### src/rtl/wb_regfile_pkg.sv
`default_nettype none
// ============================================================================
// Module   : core_pkg
// Brief    : Shared widths, load funct3 encodings and writeback FSM states
//            for the writeback-stage register file.
// Revision : 1.0 - initial release
// ============================================================================
package core_pkg;

  localparam int XLEN   = 32;
  localparam int NREGS  = 32;
  localparam int ADDR_W = 5;

  // Load funct3 encodings
  localparam logic [2:0] F3_LB  = 3'b000;
  localparam logic [2:0] F3_LH  = 3'b001;
  localparam logic [2:0] F3_LW  = 3'b010;
  localparam logic [2:0] F3_LBU = 3'b100;
  localparam logic [2:0] F3_LHU = 3'b101;

  typedef enum logic [0:0] {
    WB_IDLE     = 1'b0,
    WB_WAIT_MEM = 1'b1
  } wb_state_t;

endpackage
`default_nettype wire

### src/rtl/wb_regfile_if.sv
`default_nettype none
// ============================================================================
// Module   : wb_regfile_if
// Brief    : MEM/WB writeback, data-memory return, stall and decode read
//            signals of the writeback-stage register file.
// Revision : 1.0 - initial release
// ============================================================================
interface wb_regfile_if;
  import core_pkg::*;

  // MEM/WB pipeline register
  logic [ADDR_W-1:0] rd_addr_in;
  logic [XLEN-1:0]   rd_in;
  logic              writeback_en_in;
  logic              writeback_from_mem_in;
  logic [2:0]        mem_funct3;
  logic [1:0]        mem_byte_off;
  // Data memory return
  logic [XLEN-1:0]   mem_rdata;
  logic              mem_rvalid;
  // Stall / hazard
  logic              wb_stall;
  logic              load_pending;
  logic [ADDR_W-1:0] load_pending_rd;
  // Decode read ports
  logic [ADDR_W-1:0] rs1_addr;
  logic [ADDR_W-1:0] rs2_addr;
  logic [XLEN-1:0]   rs1_data;
  logic [XLEN-1:0]   rs2_data;
  // Statistics
  logic [31:0]       retired_count;

  modport master (
    output rd_addr_in, rd_in, writeback_en_in, writeback_from_mem_in,
    output mem_funct3, mem_byte_off, mem_rdata, mem_rvalid,
    output rs1_addr, rs2_addr,
    input  wb_stall, load_pending, load_pending_rd,
    input  rs1_data, rs2_data, retired_count
  );

  modport slave (
    input  rd_addr_in, rd_in, writeback_en_in, writeback_from_mem_in,
    input  mem_funct3, mem_byte_off, mem_rdata, mem_rvalid,
    input  rs1_addr, rs2_addr,
    output wb_stall, load_pending, load_pending_rd,
    output rs1_data, rs2_data, retired_count
  );

endinterface
`default_nettype wire

### src/rtl/wb_regfile_load_extend.sv
`default_nettype none
// ============================================================================
// Module   : load_extend
// Brief    : Extracts a byte / halfword / word from an aligned memory word
//            and sign- or zero-extends it to XLEN.
// Revision : 1.0 - initial release
// ============================================================================
module load_extend
  import core_pkg::*;
(
  input  wire logic [2:0]      funct3,
  input  wire logic [1:0]      byte_off,
  input  wire logic [XLEN-1:0] rdata,
  output logic      [XLEN-1:0] data
);

  logic [7:0]  w_byte;
  logic [15:0] w_half;

  // Lane selection; halfwords only look at the upper offset bit
  always_comb begin
    case (byte_off)
      2'd0:    w_byte = rdata[7:0];
      2'd1:    w_byte = rdata[15:8];
      2'd2:    w_byte = rdata[23:16];
      default: w_byte = rdata[31:24];
    endcase
    w_half = byte_off[1] ? rdata[31:16] : rdata[15:0];
  end

  // Extension by load type; unknown funct3 passes the raw word through
  always_comb begin
    case (funct3)
      F3_LB:   data = {{(XLEN-8){w_byte[7]}}, w_byte};
      F3_LBU:  data = {{(XLEN-8){1'b0}}, w_byte};
      F3_LH:   data = {{(XLEN-16){w_half[15]}}, w_half};
      F3_LHU:  data = {{(XLEN-16){1'b0}}, w_half};
      default: data = rdata;
    endcase
  end

endmodule
`default_nettype wire

### src/rtl/wb_regfile.sv
`default_nettype none
// ============================================================================
// Module   : wb_regfile
// Brief    : Writeback stage: 32x32 architectural register file with ALU or
//            load-data commit, late-load stall FSM, bypassing read ports and
//            retired-writeback counter.
// Revision : 1.0 - initial release
// ============================================================================
module wb_regfile
  import core_pkg::*;
(
  input  wire logic   clk,
  input  wire logic   rst,     // asynchronous, active low
  wb_regfile_if.slave bus
);

  wb_state_t         r_state;
  logic [ADDR_W-1:0] r_pend_rd;
  logic [2:0]        r_pend_f3;
  logic [1:0]        r_pend_off;
  logic [XLEN-1:0]   r_regs [NREGS];
  logic [31:0]       r_retired;

  logic              w_waiting;
  logic [2:0]        w_f3;
  logic [1:0]        w_off;
  logic [XLEN-1:0]   w_load_data;
  logic              w_commit;
  logic [ADDR_W-1:0] w_wr_rd;
  logic [XLEN-1:0]   w_wr_data;
  logic              w_wr_en;

  assign w_waiting = (r_state == WB_WAIT_MEM);

  // While waiting, the load shape comes from the latched fields, not upstream
  assign w_f3  = w_waiting ? r_pend_f3  : bus.mem_funct3;
  assign w_off = w_waiting ? r_pend_off : bus.mem_byte_off;

  load_extend u_load_extend (
    .funct3   (w_f3),
    .byte_off (w_off),
    .rdata    (bus.mem_rdata),
    .data     (w_load_data)
  );

  // Commit selection: a completing late load, or an IDLE ALU / ready load
  always_comb begin
    w_commit  = 1'b0;
    w_wr_rd   = bus.rd_addr_in;
    w_wr_data = bus.rd_in;
    if (w_waiting) begin
      w_commit  = bus.mem_rvalid;
      w_wr_rd   = r_pend_rd;
      w_wr_data = w_load_data;
    end else if (bus.writeback_en_in) begin
      w_commit  = !bus.writeback_from_mem_in || bus.mem_rvalid;
      w_wr_data = bus.writeback_from_mem_in ? w_load_data : bus.rd_in;
    end
  end

  // x0 never takes a write, so it also never bypasses
  assign w_wr_en = w_commit && (w_wr_rd != '0);

  // Stall holds only until data shows up; the write retires in that cycle
  assign bus.wb_stall        = w_waiting && !bus.mem_rvalid;
  assign bus.load_pending    = w_waiting && !bus.mem_rvalid;
  assign bus.load_pending_rd = r_pend_rd;
  assign bus.retired_count   = r_retired;

  // Read ports: x0 is zero, same-cycle commit is bypassed, else the array
  always_comb begin
    bus.rs1_data = r_regs[bus.rs1_addr];
    if (bus.rs1_addr == '0)
      bus.rs1_data = '0;
    else if (w_wr_en && (w_wr_rd == bus.rs1_addr))
      bus.rs1_data = w_wr_data;

    bus.rs2_data = r_regs[bus.rs2_addr];
    if (bus.rs2_addr == '0)
      bus.rs2_data = '0;
    else if (w_wr_en && (w_wr_rd == bus.rs2_addr))
      bus.rs2_data = w_wr_data;
  end

  // Writeback FSM: latch a late load's fields and wait for its data
  always_ff @(posedge clk or negedge rst) begin
    if (!rst) begin
      r_state    <= WB_IDLE;
      r_pend_rd  <= '0;
      r_pend_f3  <= '0;
      r_pend_off <= '0;
    end else begin
      case (r_state)
        WB_IDLE: begin
          if (bus.writeback_en_in && bus.writeback_from_mem_in && !bus.mem_rvalid) begin
            r_state    <= WB_WAIT_MEM;
            r_pend_rd  <= bus.rd_addr_in;
            r_pend_f3  <= bus.mem_funct3;
            r_pend_off <= bus.mem_byte_off;
          end
        end
        WB_WAIT_MEM: begin
          if (bus.mem_rvalid) begin
            r_state    <= WB_IDLE;
            r_pend_rd  <= '0;
            r_pend_f3  <= '0;
            r_pend_off <= '0;
          end
        end
        default: r_state <= WB_IDLE;
      endcase
    end
  end

  // Register array update
  always_ff @(posedge clk or negedge rst) begin
    if (!rst) begin
      for (int i = 0; i < NREGS; i++) r_regs[i] <= '0;
    end else if (w_wr_en) begin
      r_regs[w_wr_rd] <= w_wr_data;
    end
  end

  // Retired-writeback counter; x0 commits count too, wraps naturally
  always_ff @(posedge clk or negedge rst) begin
    if (!rst)
      r_retired <= '0;
    else if (w_commit)
      r_retired <= r_retired + 32'd1;
  end

endmodule
`default_nettype wire

### src/flat_wrapper.sv
// flat-port wrapper written by rule: the top's interface ports become plain ports
module wb_regfile_flat import core_pkg::*;
  (clk, rst, bus_rd_addr_in, bus_rd_in, bus_writeback_en_in, bus_writeback_from_mem_in, bus_mem_funct3, bus_mem_byte_off, bus_mem_rdata, bus_mem_rvalid, bus_rs1_addr, bus_rs2_addr, bus_wb_stall, bus_load_pending, bus_load_pending_rd, bus_rs1_data, bus_rs2_data, bus_retired_count);
  wb_regfile_if bus_i ();
  input  wire logic clk;
  input  wire logic rst;
  input wire logic [$bits(bus_i.rd_addr_in)-1:0] bus_rd_addr_in;
  input wire logic [$bits(bus_i.rd_in)-1:0] bus_rd_in;
  input wire logic [$bits(bus_i.writeback_en_in)-1:0] bus_writeback_en_in;
  input wire logic [$bits(bus_i.writeback_from_mem_in)-1:0] bus_writeback_from_mem_in;
  input wire logic [$bits(bus_i.mem_funct3)-1:0] bus_mem_funct3;
  input wire logic [$bits(bus_i.mem_byte_off)-1:0] bus_mem_byte_off;
  input wire logic [$bits(bus_i.mem_rdata)-1:0] bus_mem_rdata;
  input wire logic [$bits(bus_i.mem_rvalid)-1:0] bus_mem_rvalid;
  input wire logic [$bits(bus_i.rs1_addr)-1:0] bus_rs1_addr;
  input wire logic [$bits(bus_i.rs2_addr)-1:0] bus_rs2_addr;
  output wire logic [$bits(bus_i.wb_stall)-1:0] bus_wb_stall;
  output wire logic [$bits(bus_i.load_pending)-1:0] bus_load_pending;
  output wire logic [$bits(bus_i.load_pending_rd)-1:0] bus_load_pending_rd;
  output wire logic [$bits(bus_i.rs1_data)-1:0] bus_rs1_data;
  output wire logic [$bits(bus_i.rs2_data)-1:0] bus_rs2_data;
  output wire logic [$bits(bus_i.retired_count)-1:0] bus_retired_count;
  assign bus_i.rd_addr_in = bus_rd_addr_in;
  assign bus_i.rd_in = bus_rd_in;
  assign bus_i.writeback_en_in = bus_writeback_en_in;
  assign bus_i.writeback_from_mem_in = bus_writeback_from_mem_in;
  assign bus_i.mem_funct3 = bus_mem_funct3;
  assign bus_i.mem_byte_off = bus_mem_byte_off;
  assign bus_i.mem_rdata = bus_mem_rdata;
  assign bus_i.mem_rvalid = bus_mem_rvalid;
  assign bus_i.rs1_addr = bus_rs1_addr;
  assign bus_i.rs2_addr = bus_rs2_addr;
  assign bus_wb_stall = bus_i.wb_stall;
  assign bus_load_pending = bus_i.load_pending;
  assign bus_load_pending_rd = bus_i.load_pending_rd;
  assign bus_rs1_data = bus_i.rs1_data;
  assign bus_rs2_data = bus_i.rs2_data;
  assign bus_retired_count = bus_i.retired_count;
  wb_regfile u_core (.clk(clk), .rst(rst), .bus(bus_i));
endmodule
### config.mk
export PLATFORM = sky130hd
export DESIGN_NAME = wb_regfile_flat
export DESIGN_NICKNAME = d
export VERILOG_FILES = /design/src/rtl/wb_regfile_pkg.sv /design/src/rtl/wb_regfile_if.sv /design/src/rtl/wb_regfile_load_extend.sv /design/src/rtl/wb_regfile.sv /design/src/flat_wrapper.sv
export SDC_FILE = /design/constraint.sdc
export NUM_CORES = 2
export LEC_CHECK = 0
export BUFFER_PORTS_ARGS = -buffer_cell sky130_fd_sc_hd__buf_2
export CAP_MARGIN = 20
export CORE_ASPECT_RATIO = 2
export CORE_MARGIN = 1.5
export CORE_UTILIZATION = 50
export CTS_CLUSTER_SIZE = 8
export DETAILED_ROUTE_END_ITERATION = 16
export PLACE_DENSITY = 0.71
export SYNTH_ARGS = -nofsm -noshare
export SYNTH_HDL_FRONTEND = slang
export SYNTH_SLANG_ARGS = --single-unit
### constraint.sdc
create_clock -name clk -period 6.1 [get_ports clk]
set_input_delay 1.22 -clock clk [delete_from_list [all_inputs] [get_ports clk]]
set_output_delay 1.22 -clock clk [all_outputs]
set_load 0.005 [all_outputs]
======== Yosys cells after proc, flatten, opt, wreduce, memory -nomap -nowiden ========
Index checks and enable logic that the tools add are counted.
operators by class
  reductions and logical operators ........ 16
  add/sub/neg operators ................... 1
  equal/unequal tests ..................... 9
  mux-type cells .......................... 36
  bitwise gates (word level) .............. 4
  order comparisons ....................... 4
operator list
  cell                                                      count
  bitwise mux 1024 bit                                      1
  two-way mux 32 bit                                        12
  binary-select mux 32 bit (select 5 bit)                   2
  demux 32 bit (select 5 bit)                               1
  one-hot mux 32 bit (4 select lines)                       1
  adder 32 x 1 -> 32 bit, second input constant             1
  one-hot mux 8 bit (3 select lines)                        1
  greater-or-equal comparator 6 bit, second input constant  3
  NOT 5 -> 6 bit                                            3
  two-way mux 16 bit                                        1
  two-way mux 5 bit                                         3
  == test 5 bit                                             2
  zero test 5 bit                                           2
  one-hot mux 5 bit (2 select lines)                        1
  two-way mux 3 bit                                         3
  logical AND 1 bit                                         7
  == test 3 bit, second input constant                      2
  < comparator 6 x 1 -> 1 bit, second input constant        1
  two-way mux 2 bit                                         3
  one-hot mux 3 bit (2 select lines)                        1
  nonzero test 5 bit                                        1
  two-way mux 1 bit                                         4
  one-hot mux 2 bit (2 select lines)                        1
  == test 3 x 1 -> 1 bit, second input constant             1
  11 further kinds                                          12
storage, ports and cells
  flip-flop bits (word level) ............. 1067
  bits of input ports ..................... 89
  output and inout port bits .............. 103
  word-level logic and storage cells ...... 107

======== Longest topological paths before layout ========
  depth after elaboration ................. 9
  depth in mapped cells ................... 11
  mapped depth without buffers ............ 6

======== Cells and area by module ========
A second synthesis with hierarchy kept.
unflattened totals
  cells, all modules ...................... 5159
  area total of the unflattened synthesis .. 55947.4 µm²
modules (own cells, without submodules)
  module       cells an instance  sequential area each (µm²)  instances  area an instance (µm²)
  wb_regfile   5026               26700.6                     1          54977.7
  load_extend  133                0.0                         1          969.7

======== Worst setup path after synthesis ========
OpenSTA, ideal clock, no wires.
  path kind ............................... in2out
  from .................................... input bus_rs2_addr[1]
  to ...................................... output bus_rs2_data[18]
  arrival time ............................ 3.214 ns
  path slack .............................. 1.666 ns
  path buffers ............................ 2
  required time ........................... 4.880 ns
  stages on the path ...................... 6
  path through ............................ buf_2 > buf_1 > mux4_2 > mux4_2 > a211oi_1 > a21oi_1
on the way
  longest elaborated chain between the ends .. 6
  elaborated cells between the ends (all ways) .. 9
  classes of those cells .................. eq/ne: 1; mux: 5; bitwise: 1; reduce/logical: 2
RTL lines
  element                                                RTL line            RTL
  start, declared                                        flat_wrapper.sv:16  input wire logic [$bits(bus_i.rs2_addr)-1:0] bus_rs2_addr;
  NOT 5 -> 6 bit (not written as such)                   wb_regfile.sv:78    bus.rs2_data = r_regs[bus.rs2_addr];
  binary-select mux 32 bit (select 5 bit)                wb_regfile.sv:78
  two-way mux 32 bit (not written as such) (2 in a row)  wb_regfile.sv:78
  two-way mux 32 bit                                     wb_regfile.sv:81    else if (w_wr_en && (w_wr_rd == bus.rs2_addr))
  two-way mux 32 bit *                                   wb_regfile.sv:79    if (bus.rs2_addr == '0)
  end, declared                                          flat_wrapper.sv:21  output wire logic [$bits(bus_i.rs2_data)-1:0] bus_rs2_data;
Mark *: on every way between the ends. The rest lies on a longest branch, timed or not. The select of a mux whose other input is x is not followed.

======== Final worst setup path ========
  from .................................... register u_core.r_state
  to ...................................... output bus_rs1_data[16]
on the way
  longest elaborated chain between the ends .. 9
  elaborated cells between the ends (all ways) .. 23
  classes of those cells .................. eq/ne: 6; mux: 12; reduce/logical: 5
RTL lines
  element                                      RTL line                      RTL
  start, declared                              wb_regfile.sv:17              wb_state_t r_state;
  start signal, assigned                       wb_regfile.sv:88              r_state <= WB_IDLE;
  start signal, assigned                       wb_regfile.sv:96              r_state <= WB_WAIT_MEM;
  start signal, assigned                       wb_regfile.sv:104             r_state <= WB_IDLE;
  two-way mux 2 bit                            wb_regfile.sv:37              assign w_off = w_waiting ? r_pend_off : bus.mem_byte_off;
  == test 2 bit, or another cell as far along  wb_regfile_load_extend.sv:22  case (byte_off)
  one-hot mux 8 bit (3 select lines)           wb_regfile_load_extend.sv:22
  one-hot mux 32 bit (4 select lines)          wb_regfile_load_extend.sv:33  case (funct3)
  two-way mux 32 bit                           wb_regfile.sv:57              w_wr_data = bus.writeback_from_mem_in ? w_load_data : bus.rd_in;
  two-way mux 32 bit                           wb_regfile.sv:55              end else if (bus.writeback_en_in) begin
  two-way mux 32 bit                           wb_regfile.sv:51              if (w_waiting) begin
  two-way mux 32 bit *                         wb_regfile.sv:75              else if (w_wr_en && (w_wr_rd == bus.rs1_addr))
  two-way mux 32 bit *                         wb_regfile.sv:73              if (bus.rs1_addr == '0)
  end, declared                                flat_wrapper.sv:20            output wire logic [$bits(bus_i.rs1_data)-1:0] bus_rs1_data;
Mark *: on every way between the ends. The rest lies on a longest branch, timed or not.

==> qor.yml <==
status: "completed"
cts_tree: "yes"
initial_utilization: 0.5030
grt-ovfl-total: 0
startpoint_type: "flip-flop"
hold_class: "flip-flop to flip-flop"
die_area_um2: 115200
cts_buffers: 151
cp_max_fo: 32
coreArea_um2: 112300
avgSynthCellArea_um2: 10.93
worst_slew_pin_slew_ns: 1.184
syn_to_final_growth_pct: 11.47
worst_path_most_repeated_cell: "buf_4"
synth_most_common_cell: "nand2_1"
dp_slack_ns: 0.7712
drc: 0
drv_cap: 0
antenna_found_initial: 3
leakage_nw: 27.81
grt_max_degree: 157
dr.pass1.iters: 8
post-route-period-util: 0.9245
synth_top_area_cell: "dfrtp_1"
dpl.hpwl_mm: 121.9
power_frac_seq: 0.448
gp_congestion: 0.9184
clkLatencyLatePin_ns: 0.78
syn_area_um2: 56500
cts_resized: 0
setup_violations: 0
max_slew_margin: 0.2075
layout.nets: 5256
clk_path_buf_depth: 3
crit_chain: "buf_4 > mux2i_1 > mux4_2 > o21ai_4 > nand2_4 > o22ai_2 > buf_4 > a211oi_2 > buf_2"
tns_ns: 0
switching_power_mw: 7.956
layout-drive-gt1-share: 0.2232
synth.yosys.seq_area_share: 0.4725
yosys_warnings: 0
fin_util: 0.5607
netlist.area_leader.share: 0.4725
avgRoutedWirePerCell_um: 28.76
ys_top_cells_by_count: "1120 x nand2_1, 1067 x dfrtp_1, 924 x o21ai_0, 441 x mux4_2, 334 x clkbuf_1"
h-tree-depth: 4
postCtsHoldBufs: 0
synth_nets: 5258
netlist_instances: 5168
pin_count: 192
period_minus_slack_ns: 5.640
cpPeakStageDelay_ns: 0.65
comb_power_share: 0.247
crit_slowest_cell: "dfrtp_2"
fmax_mhz: 177.3
io_buffers: 191
crit_path_end_kind: "output pin"
die_h_um: 478.4
swShare: 0.3235
path_delay_family: "compound AO/OA/AOI/OAI gates"
synth_ff_type: "dfrtp_1"
cts.sink_count: 1067
grt_pass1_wl_mm: 285.9
cp_num_buf_inv: 3
design_area_um2: 62990
finalClockSkew_ns: 0.02850
synth_edf_count: 0
synth_cell_type_count: 63
total_power_mw: 24.60
die_x_um: 240.7
netlist_top_cells_area: "dfrtp_1 47%, mux4_2 18%, o21ai_0 8.2%, nand2_1 7.4%, mux2i_1 5.6%"
cts-root-buf: "clkbuf_16"
worstPathRequired_ns: 4.88
dr.first_iter.drc_count: 4414
post_cts_buffers: 0
drtAntennaViolNets: 0
num_vias: 44265
grt_usage: 0.3393
clockPowerShare: 0.305
fin_ws_ns: 0.4603
place_area_um2: 58910
finalWirelength_mm: 192.0
critical_path_class: "flip-flop to output pin"
viasPerCell: 6.628
p_int_mw: 16.64
ys_seq_elements: 1067
clkSlewWorstSetupHoldPaths_ns: 0.05
regToRegSetupSlack_ns: 2.14
powerDensity_nw_per_um2: 390.5
final_max_slew_viol_count: 0
row_count: 174
hold_viol: 0
rsz0062_at_grt: "false"
cp_data_arrival_time_ns: 4.42
grt_pass1_vias: 45385
vdd_ir_drop_max_uv: 314.9
synth_async_sr_flop_share: 1.000
sequential cells by signal, indices dropped and copies added, names as in the netlist:
register                    count
u_core.r_regs                1024
u_core.bus.retired_count       32
u_core.bus.load_pending_rd      5
u_core.r_pend_f3                3
u_core.r_pend_off               2
u_core.r_state                  1
final timing paths:
path / start / end / cells after the start
worst min register to register: u_core.r_regs[1000] / u_core.r_regs[1000] / 0
min in group asynchronous: rst / u_core.r_regs[524] / 1
max in group asynchronous: rst / u_core.r_state / 2
worst max-delay path: u_core.r_state / bus_rs1_data[16] / 9
worst max register to register: u_core.r_state / u_core.r_regs[438] / 6
worst min-delay path: u_core.r_regs[1000] / u_core.r_regs[1000] / 0
cell type report:
| cell class | count | area (µm²) |
|---|---|---|
| well taps | 1496 | 1872 |
| fillers | 9340 | 49350 |
| flip-flops and latches | 1067 | 26700 |
| diodes | 2 | 5.005 |
| clock inverters | 14 | 214.0 |
| repair buffers | 383 | 2811 |
| multi-input cells | 3563 | 27550 |
| clock buffers | 153 | 3829 |
metal layers:
| metal | up-vias | wire (µm) | share of wire | GRT usage |
|---|---|---|---|---|
| met5 | - | 0 | 0 | 0 |
| met4 | 0 | 18370 | 0.096 | 0.2786 |
| met3 | 899 | 16310 | 0.085 | 0.07596 |
| met2 | 2593 | 92890 | 0.48 | 0.5467 |
| met1 | 22103 | 64470 | 0.34 | 0.3833 |
| li1 | 18670 | - | - | - |
layout by cell type, fill, tap and decap left out, types with 6 or more instances in the layout:
cell       Yosys  final
o22ai_2        8      8
nor3_1        41     41
o21ai_0      924    924
mux2i_1      317    317
buf_8          0      6
nand3_1       34     34
nor2b_1       14     13
nand2_2       17     28
a32oi_1        7      7
dfrtp_1     1067   1066
a221oi_1      33     33
a22oi_1       47     47
mux4_2       441    441
clkbuf_16      0    153
o22ai_4        9      9
a211oi_1      34     34
nor2_1        45     45
o22ai_1       45     45
buf_12         0     26
nand4_1        6      6
a211oi_2      29     28
nand2b_1       8      7
a21oi_1       67     66
buf_2        161    184
a21oi_2        8      9
nand2_1     1120   1105
buf_4         18    165
and4_1         6      6
a211oi_4       6      7
o21ai_1      128    128
and3_1        16     15
mux2_2        48     48
a22o_1        10     10
xor2_1         7      7
o211ai_1      10     10
xnor2_1       34     34
power by group through the flow:
stage | Sequential [mW] | Combinational [mW] | Clock [mW]
after floorplan | 10.3 | 4.41 | 0
after global placement | 10.9 | 5.79 | 0
after detailed placement | 11.0 | 6.00 | 0
after CTS | 10.9 | 6.04 | 7.58
after global routing | 11.2 | 6.65 | 7.89
final | 11.0 | 6.06 | 7.51
through the flow:
stage                     hold WS (ns)  std cells
after floorplan                 0.4413       5168
after global placement          0.3764       6506
after detailed placement        0.3836       6508
after CTS                       0.3947       6675
after global routing            0.4060       6676
final                           0.3944       6678
cells by family after synthesis:
logic type               share of synthesized area
AO/OA/AOI/OAI                               0.1409
multiplexers                                0.2430
XOR/XNOR                                  0.006355
adder cells (fa/ha/maj)                  0.0002214
flip-flops                                  0.4725
buffers and inverters                      0.04143
AND/OR/NAND/NOR                            0.09553
Power figures use the tool's default switching activity.
